## src/rtl/controle_bomba.sv

```systemverilog
`default_nettype none
// ============================================================================
// Module   : controle_bomba
// Purpose  : Shares the single irrigation pump between the water request and
//            the pesticide (agro) dosing request. Grants one source at a
//            time, alternating on ties, with a minimum water run time, a
//            committed fixed-length dose and a purge interval after every
//            grant. The user button aborts an active grant.
// Ports    : clockPlaca  - board clock, rising edge
//            reset       - asynchronous active-high reset, forces idle
//            tick1s      - one-clock pulse once per second (time base)
//            reqAgua     - water request (level)
//            reqAgro     - pesticide request (level)
//            tanqueVazio - water tank empty (level)
//            abortar     - debounced button, one-clock pulse
//            bomba       - pump on
//            valvAgua    - water valve open
//            valvAgro    - pesticide valve open
//            fase        - state code (00 idle, 01 water, 10 agro, 11 purge)
//            tempo       - remaining ticks in current phase
//            doseOk      - one-clock pulse after a completed dose
// Revision : 1.0 - initial release
// ============================================================================
module controle_bomba #(
  parameter int MIN_AGUA  = 5,
  parameter int DOSE_AGRO = 10,
  parameter int PURGA     = 3
) (
  input  logic       clockPlaca,
  input  logic       reset,
  input  logic       tick1s,
  input  logic       reqAgua,
  input  logic       reqAgro,
  input  logic       tanqueVazio,
  input  logic       abortar,
  output logic       bomba,
  output logic       valvAgua,
  output logic       valvAgro,
  output logic [1:0] fase,
  output logic [5:0] tempo,
  output logic       doseOk
);

  localparam logic [1:0] OCIOSO   = 2'b00;
  localparam logic [1:0] AGUA     = 2'b01;
  localparam logic [1:0] AGRO     = 2'b10;
  localparam logic [1:0] PURGA_ST = 2'b11;

  // Last granted source, used to alternate when both requests are pending.
  localparam logic ULT_AGUA = 1'b0;
  localparam logic ULT_AGRO = 1'b1;

  localparam logic [5:0] C_MIN_AGUA  = 6'(MIN_AGUA);
  localparam logic [5:0] C_DOSE_AGRO = 6'(DOSE_AGRO);
  localparam logic [5:0] C_PURGA     = 6'(PURGA);

  logic [1:0] state_q,   state_d;
  logic [5:0] tempo_q,   tempo_d;
  logic       ultimo_q,  ultimo_d;
  logic       flush_q,   flush_d;
  logic       dose_ok_q, dose_ok_d;

  logic cand_agua;
  logic cand_agro;

  assign cand_agua = reqAgua && !tanqueVazio;
  assign cand_agro = reqAgro;

  always_comb begin
    state_d   = state_q;
    ultimo_d  = ultimo_q;
    flush_d   = flush_q;
    dose_ok_d = 1'b0;
    // Default: saturating countdown; any load below overrides it, so a tick
    // on a load edge is deliberately lost.
    if (tick1s && (tempo_q != 6'd0)) begin
      tempo_d = tempo_q - 6'd1;
    end else begin
      tempo_d = tempo_q;
    end

    case (state_q)
      OCIOSO: begin
        tempo_d = 6'd0;
        if (cand_agua && (!cand_agro || (ultimo_q == ULT_AGRO))) begin
          state_d  = AGUA;
          tempo_d  = C_MIN_AGUA;
          ultimo_d = ULT_AGUA;
        end else if (cand_agro) begin
          state_d  = AGRO;
          tempo_d  = C_DOSE_AGRO;
          ultimo_d = ULT_AGRO;
        end
      end

      AGUA: begin
        // An empty tank cuts water at once, independent of the minimum time.
        if (tanqueVazio || abortar || ((tempo_q == 6'd0) && !reqAgua)) begin
          state_d = PURGA_ST;
          tempo_d = C_PURGA;
          flush_d = 1'b0;
        end
      end

      AGRO: begin
        // The dose is committed: reqAgro and tanqueVazio are not looked at.
        // An abort on the final edge still counts as aborted (no doseOk).
        if (abortar) begin
          state_d = PURGA_ST;
          tempo_d = C_PURGA;
          flush_d = !tanqueVazio;
        end else if (tempo_q == 6'd0) begin
          state_d   = PURGA_ST;
          tempo_d   = C_PURGA;
          flush_d   = !tanqueVazio;
          dose_ok_d = 1'b1;
        end
      end

      default: begin  // PURGA_ST: abortar has no effect here
        if (tanqueVazio) begin
          flush_d = 1'b0;
        end
        if (tempo_q == 6'd0) begin
          state_d = OCIOSO;
          tempo_d = 6'd0;
          flush_d = 1'b0;
        end
      end
    endcase
  end

  always_ff @(posedge clockPlaca or posedge reset) begin
    if (reset) begin
      state_q   <= OCIOSO;
      tempo_q   <= 6'd0;
      ultimo_q  <= ULT_AGRO;
      flush_q   <= 1'b0;
      dose_ok_q <= 1'b0;
    end else begin
      state_q   <= state_d;
      tempo_q   <= tempo_d;
      ultimo_q  <= ultimo_d;
      flush_q   <= flush_d;
      dose_ok_q <= dose_ok_d;
    end
  end

  // Outputs decode only registered state, so no input reaches an output
  // combinationally. The flush flag is only ever set in PURGA_ST, and the two
  // valve terms are state-exclusive.
  always_comb begin
    fase     = state_q;
    tempo    = tempo_q;
    doseOk   = dose_ok_q;
    valvAgro = (state_q == AGRO);
    valvAgua = (state_q == AGUA) || ((state_q == PURGA_ST) && flush_q);
    bomba    = (state_q == AGUA) || (state_q == AGRO) ||
               ((state_q == PURGA_ST) && flush_q);
  end

endmodule
`default_nettype wire
```

## config.mk

```make
export PLATFORM = sky130hd
export DESIGN_NAME = controle_bomba
export DESIGN_NICKNAME = d
export VERILOG_FILES = /design/src/rtl/controle_bomba.sv
export SDC_FILE = /design/constraint.sdc
export NUM_CORES = 1
export LEC_CHECK = 0
export ABC_AREA = 1
export CAP_MARGIN = 30
export CORE_MARGIN = 3
export CORE_UTILIZATION = 35
export CTS_CLUSTER_SIZE = 14
export DETAILED_ROUTE_END_ITERATION = 16
export SETUP_SLACK_MARGIN = 0.5
export SLEW_MARGIN = 20
export SYNTH_ARGS = -nofsm -noshare
export SYNTH_HDL_FRONTEND = slang
export SYNTH_SLANG_ARGS = --single-unit
```

## constraint.sdc

```tcl
create_clock -name clockPlaca -period 1.4 [get_ports clockPlaca]
set_input_delay 0.35 -clock clockPlaca [delete_from_list [all_inputs] [get_ports clockPlaca]]
set_output_delay 0.35 -clock clockPlaca [all_outputs]
set_load 0.05 [all_outputs]
```

---- After elaboration in Yosys (flattened, before gate mapping) ----
Index checks and enable logic that the tools add are counted.
storage, ports and cells
  output and inout bits ................... 12
  input port bits ......................... 7
  flip-flop bits (word level) ............. 11
  logic and storage cells ................. 62
cells by class
  add/sub/neg operators ................... 1
  reductions and logical operators ........ 23
  bitwise operators ....................... 1
  muxes and demuxes ....................... 26
  equal/unequal tests ..................... 6
operator list
  cell                                                                     count
  6-bit 2-to-1 mux                                                         5
  6-bit case mux with 3 select lines                                       1
  2-bit 2-to-1 mux                                                         6
  1-bit 2-to-1 mux                                                         10
  4-bit 2-to-1 mux                                                         2
  4-bit AND reduction                                                      2
  4-bit nonzero test                                                       2
  6-bit zero test                                                          1
  1-bit logical OR                                                         6
  2-bit case mux with 3 select lines                                       1
  6-bit nonzero test                                                       1
  6-bit by 1-bit subtractor with 6-bit output, second input constant       1
  1-bit logical AND                                                        5
  2-bit equality test, second input constant                               2
  1-bit zero test                                                          3
  3-bit by 2-bit inequality test with 1-bit output, second input constant  1
  3-bit inequality test, second input constant                             1
  1-bit case mux with 3 select lines                                       1
  2-bit by 1-bit equality test with 1-bit output, second input constant    1
  2-bit zero test                                                          1
  2-bit inequality test, second input constant                             1
  2-bit AND reduction                                                      1
  2-bit nonzero test                                                       1
  1-bit NOT                                                                1

---- Longest topological paths before layout ----
Gate-level depths: netlist of the first run.
  depth in word-level cells ............... 6
  mapped depth ............................ 11
  depth with buffers taken out ............ 11

---- Worst setup path after synthesis of the first run ----
Ideal clock, no wire load.
  path kind ............................... register -> output
  start ................................... reg state_q[1] (netlist: fase[1])
  end ..................................... out valvAgua
  required time ........................... 1.050 ns
  path buffers ............................ 0
  cell stages (with the launch flop) ...... 4
  path slack .............................. -0.993 ns
  data arrival time ....................... 2.043 ns
  cells stage by stage .................... dfrtp_1 ha_1 inv_1 o21ai_0
on the way
  cells in the longest elaborated chain, start to end .. 3
  elaborated cells on any way between the ends .. 4
  classes of those cells .................. 2 x eq/ne; 2 x reduce/logical
ends and longest elaborated chain
  element                 RTL line  source
  start, declared         57        logic [1:0] state_q, state_d;
  start signal, assigned  141       state_q <= state_d;
  2-bit equality test     157       valvAgua = (state_q == AGUA) || ((state_q == PURGA_ST) && flush_q);
  1-bit logical AND       157
  1-bit logical OR (*)    157
  end, declared           37        output logic valvAgua,
Mark *: on every way between the ends. The rest lies on a longest branch, timed or not.

---- Worst setup path after layout of the first run ----
  start ................................... reg state_q[0] (netlist: fase[0])
  end ..................................... out bomba
on the way
  cells in the longest elaborated chain, start to end .. 3
  elaborated cells on any way between the ends .. 6
  classes of those cells .................. 3 x eq/ne; 3 x reduce/logical
ends and longest elaborated chain
  element                                                                 RTL line  source
  2-bit by 1-bit equality test with 1-bit output (tied with other cells)  158       bomba = (state_q == AGUA) || (state_q == AGRO) ||
  1-bit logical OR or 1-bit logical AND (tied branches)                   158, 159
  1-bit logical OR (*)                                                    158
  end, declared                                                           36        output logic bomba,
Marks and branches as above.

==> results of run 1 <==
==> synth_stat cells <==
| master | number | area (µm²) |
|---|---|---|
| nand2_1 | 36 | 135 |
| inv_1 | 25 | 93.8 |
| nand3_1 | 17 | 85.1 |
| dfrtp_1 | 10 | 250 |
| ha_1 | 6 | 75.1 |
| o21ai_0 | 6 | 30.0 |
| nor2_1 | 5 | 18.8 |
| nor2_2 | 3 | 18.8 |
| o21ai_1 | 3 | 15.0 |
| inv_2 | 2 | 7.51 |
| nand2_2 | 2 | 12.5 |
| nor2_4 | 2 | 22.5 |
| xnor2_1 | 2 | 17.5 |
| xor2_1 | 2 | 17.5 |
| dfstp_2 | 1 | 26.3 |
| nand2_4 | 1 | 11.3 |
| nand3_4 | 1 | 17.5 |
| nor3_1 | 1 | 5.00 |
| o211ai_1 | 1 | 7.51 |
| o21bai_1 | 1 | 7.51 |
==> critical path, cell delays in order (launching register included) <==
cell and delay [ps]:
dfrtp_4 530, inv_4 80, ha_4 200, o21bai_4 170, buf_12 150
==> how the worst max path moves through the flow <==
stage                        start                  end
4_1_cts        fase[1]$_DFFE_PP0P_                bomba
6_report       fase[0]$_DFFE_PP0P_                bomba
5_1_grt        fase[1]$_DFFE_PP0P_                bomba
2_1_floorplan   tempo[0]$_DFF_PP0_   tempo[3]$_DFF_PP0_
3_5_place_dp               reqAgro  fase[0]$_DFFE_PP0P_
3_3_place_gp               reqAgro  fase[0]$_DFFE_PP0P_
==> registers in the layout (all words and copies together), names as in the netlist <==
name	count
tempo	6
fase	2
doseOk	1
flush_q	1
ultimo_q	1
==> what timing repair did <==
item / CTS / global route
endpoints found under the setup margin: 23 / 23
buffers inserted: 12 / 8
pin swaps: 16 / 15
gates resized for setup: 38 / 26
hold endpoints to repair: 0 / 0
==> cells by family after synthesis <==
group | share of synthesized area
XOR/XNOR | 0.0401
AO/OA/AOI/OAI | 0.0687
adder cells (fa/ha/maj) | 0.0858
buffers and inverters | 0.116
AND/OR/NAND/NOR | 0.373
flip-flops | 0.316
==> cell type report <==
| class | instances | area, µm² | share of cell area |
|---|---|---|---|
| clock buffer | 4 | 26.3 | 0.0137 |
| inverter | 27 | 116 | 0.0606 |
| multi-input combinational | 89 | 754 | 0.393 |
| sequential | 11 | 293 | 0.152 |
| tap | 28 | 35.0 | 0.0182 |
| timing repair buffer | 61 | 696 | 0.362 |
==> through the flow <==
step           setup slack (ps)  std cells  TNS (ps)  hold slack, ps  instance area, µm²
2_1_floorplan              -103        127     -1000             201                 991
3_3_place_gp               -319        196     -2280             497                1500
3_5_place_dp               -370        196     -2640             503                1500
4_1_cts                    -346        212     -2250             372                1760
5_1_grt                    -397        220     -3740             383                1920
6_report                   -361        220     -2890             353                1920
==> per-layer routing <==
layer | track usage | routed length (µm) | up-vias
met5 | 0 | 0 | -
met2 | 0.359 | 1880 | 25
met4 | 0.0881 | 125 | 0
li1 | - | - | 521
met1 | 0.232 | 1460 | 536
met3 | 0.0487 | 138 | 12
==> flow_metrics.tcl, run 1 <==
set metrics [dict create \
    status "complete, but fails checks" \
    violations "negative setup slack" \
    final_layout_size_suffix_gt1_frac 0.635 \
    drc 0 \
    reg2reg_from "fase[0]$_DFFE_PP0P_" \
    fill_cells 117 \
    syn_area_um2 875 \
    final_cell_mix "nand2_1 (24), buf_4 (24), buf_6 (19), inv_1 (16), buf_12 (12)" \
    yosysUniqueCellTypes 20 \
    worst_slack_ps -361 \
    cts_buffer_depth 2 \
    clk_latency_ps 290 \
    wl_um 3610 \
    portBuffers 18 \
    grt_start_max_net_pins 12 \
    postRouteAntennaNets 0 \
    required_ps 1050 \
    nets 206 \
    rows 17 \
    grtUsageTotal 0.204 \
    coreArea_um2 2300 \
    min-delay-path-class "in2async" \
    n_antenna_cell 0 \
    finalClockSkew_ps 17.9 \
    ys_seq_area_frac 0.316 \
    maxCapViolations 0 \
    gp_congestion 0.801 \
    antenna_found_initial 0 \
    synth_cells 127 \
    fin_crit_sh 1.26 \
    num_vias 1094 \
    hpwl_um 2000 \
    first_pass_iters 4 \
    cts_buffers 3 \
    grt_pass1_vias 1108 \
    critPathKind "reg2out" \
    initial_utilization 0.381 \
    grt_pass1_wl_um 4950 \
    syn_avg_cell_area_um2 6.89 \
    setup_viol 15 \
    reg2reg_to "tempo[2]$_DFF_PP0_" \
    overflow 0 \
    synth-seq-cells 11 \
    maxSlewViolCount 0 \
    syn_nets 140 \
    tritoncts "yes" \
    area_delta_synth_final_pct 120 \
    rsz0062_at_grt "true" \
    ff2ff_setup_slack_ps -230 \
    start_kind "flop" \
    fp.dieArea_um2 3130 \
    vias_per_cell 4.97 \
    cp_max_fo 5 \
    holdBufCountCts 0 \
    clk_pin_slew_ps 90 \
    yosysWarnings 0 \
    cp.arrival_ps 1410 \
    drtIter0Drc 73 \
    htreeDepth 1 \
    fmax_mhz 568 \
    r2r_cells 11 \
    cp-end-kind "primary output" \
    tightest_slew_ps 453 \
    cts_root_buf "clkbuf_4" \
    cts.sinks 11 \
    wire_per_inst_um 16.4 \
    finalCoreUtilization 0.836 \
    dieWidth_um 56.0 \
    die_h_um 56.0 \
    maxSlewHeadroom 0.698 \
    hold_viol_final 0 \
    period_needed_ps 1760 \
    io_pins 19 \
]
Power of run 1 is left out: the tool's default activity adds up to more than one toggle a clock period on the data nets, which glitch-free logic cannot reach.
==> run 2: changes to the inputs <==
--- a/config.mk
+++ b/config.mk
@@ -7,7 +7,7 @@
 export LEC_CHECK = 0
 export ABC_AREA = 1
 export CAP_MARGIN = 30
-export CORE_MARGIN = 3
+export CORE_MARGIN = 2
 export CORE_UTILIZATION = 35
 export CTS_CLUSTER_SIZE = 14
 export DETAILED_ROUTE_END_ITERATION = 16
==> run 2 against run 1 <==
The flow still finishes with violations (negative setup slack); largest cell class unchanged; first-iteration DRC count down 86%; wire length fell by 15%; critical path type unchanged; clock-buffer cell count shrank 1; core utilization decreased by 5.6 points; highest routed layer unchanged; critical endpoint unchanged; clock skew is 15 ps lower.
==> flow_metrics.tcl, run 2 (synthesis gave the netlist of run 1 again) <==
set metrics [dict create \
    status "complete, but fails checks" \
    violations "negative setup slack" \
    period_needed_ps 1760 \
    htreeDepth 1 \
    area_delta_synth_final_pct 117 \
    num_vias 1111 \
    worst_slack_ps -357 \
    slowest_delay_ps 530 \
    maxSlewHeadroom 0.866 \
    grt_start_max_net_pins 12 \
    rows 18 \
    instances_no_fill 225 \
    grt_pass1_wl_um 4490 \
    p_comb_frac 0.837 \
    fin_crit_sh 1.26 \
    maxCapViolations 0 \
    io_pins 19 \
    n_antenna_cell 0 \
    tightest_slew_ps 200 \
    nets 209 \
    leakage_nw 0.947 \
    critPathKind "reg2out" \
    hpwl_um 1980 \
    dieWidth_um 54.0 \
    pre_cts_slack_ps -317 \
    ff2ff_setup_slack_ps -200 \
    hold_viol_final 0 \
    ir_worst_vdd_v 0.00250 \
    fmax_mhz 569 \
    place_area_um2 1520 \
    place_inst 201 \
    final_layout_size_suffix_gt1_frac 0.636 \
    cp.arrival_ps 1410 \
    cp-end-kind "primary output" \
    min-delay-path-class "in2async" \
    clk_pin_slew_ps 80 \
    seqPwrFrac 0.120 \
    maxSlewViolCount 0 \
    gp_congestion 0.857 \
    tritoncts "yes" \
    reg2reg_from "fase[1]$_DFFE_PP0P_" \
    grtUsageTotal 0.220 \
    portBuffers 18 \
    drc 0 \
    cts_buffer_depth 2 \
    largest_reg_flops 6 \
    stdcell_area_um2 1900 \
    postRouteAntennaNets 0 \
    setup_viol 15 \
    antenna_found_initial 0 \
    drtIter0Drc 10 \
    overflow 0 \
    sw_frac_of_total 0.475 \
    wl_um 3050 \
    start_kind "flop" \
    cp_max_fo 4 \
    layout.cells.most_common "buf_4" \
    slowest_stage "dfrtp_4" \
    fp.dieArea_um2 2910 \
    hold_slack_ps 340 \
    grt_pass1_vias 1104 \
    first_pass_iters 4 \
    p_per_area_nw_per_um2 2890 \
    initial_utilization 0.360 \
    rsz0062_at_grt "true" \
    coreArea_um2 2430 \
    clkPwrFrac 0.044 \
    r2r_cells 10 \
    die_h_um 54.0 \
    fill_cells 152 \
    cts_buffers 3 \
    p_int_w 0.00288 \
    reg2reg_to "tempo[3]$_DFF_PP0_" \
    vias_per_cell 4.94 \
    clk_latency_ps 290 \
    wire_per_inst_um 13.6 \
    cts.sinks 11 \
    p_sw_w 0.00261 \
    finalClockSkew_ps 2.48 \
    final_cell_mix "buf_4 (30), nand2_1 (26), inv_1 (16), buf_6 (16), buf_12 (12)" \
    worstPathCellList "inv_4, ha_4, o21bai_4, buf_12" \
    required_ps 1050 \
    cts_root_buf "clkbuf_4" \
]
## run 2: metrics by stage
stage                util  TNS (ps)  power [W]
detailed placement  0.627     -2490    0.00417
CTS                 0.705     -3060    0.00485
finish              0.780     -3000    0.00549
floorplan               -     -1000    0.00264
global placement    0.627     -2260    0.00409
global route        0.780     -3630    0.00578
## run 2: area by class of cell
| cell class | count | area, µm² | share of cell area |
|---|---|---|---|
| multi-input cells | 89 | 718 | 0.379 |
| well taps | 30 | 37.5 | 0.0198 |
| inverters | 27 | 116 | 0.0613 |
| clock inverters | 1 | 5.00 | 0.00264 |
| flip-flops and latches | 11 | 293 | 0.154 |
| repair buffers | 64 | 704 | 0.371 |
| clock buffers | 3 | 22.5 | 0.0119 |
## run 2: power groups by stage
stage	logic (W)	clock network (W)	registers, W
final	0.00459	0.000239	0.000657
after global routing	0.00485	0.000259	0.000671
after floorplan	0.00160	0	0.00104
after global placement	0.00345	0	0.000642
after detailed placement	0.00353	0	0.000641
after CTS	0.00396	0.000241	0.000653
## run 2: what timing repair did
action,CTS,global route
hold buffers,0,0
endpoints found under the hold margin,0,0
buffers inserted,11,9
pin swaps,3,13
gates resized for setup,23,30
endpoints found under the setup margin,23,23
## run 2: worst max-delay path by stage
stage,startpoint,to,depth (start not counted)
floorplan,tempo[0]$_DFF_PP0_,tempo[3]$_DFF_PP0_,11
global placement,reqAgro,fase[1]$_DFFE_PP0P_,8
detailed placement,reqAgro,fase[1]$_DFFE_PP0P_,8
CTS,fase[0]$_DFFE_PP0P_,bomba,4
global route,fase[0]$_DFFE_PP0P_,bomba,4
finish,fase[0]$_DFFE_PP0P_,bomba,4
## run 2: routing by layer
| layer | global-route usage | routed length, µm |
|---|---|---|
| met5 | 0 | 0 |
| met4 | 0.142 | 106 |
| met3 | 0.0444 | 115 |
| met2 | 0.407 | 1690 |
| met1 | 0.222 | 1140 |
## run 2: critical path, delay by kind of cell, from the launching register on
kind	cells	cell delay, ps
flip-flops	1	530
adder cells (fa/ha/maj)	1	190
AO/OA/AOI/OAI	1	170
buffers and inverters	2	230
(Power assumes the default switching activity.)
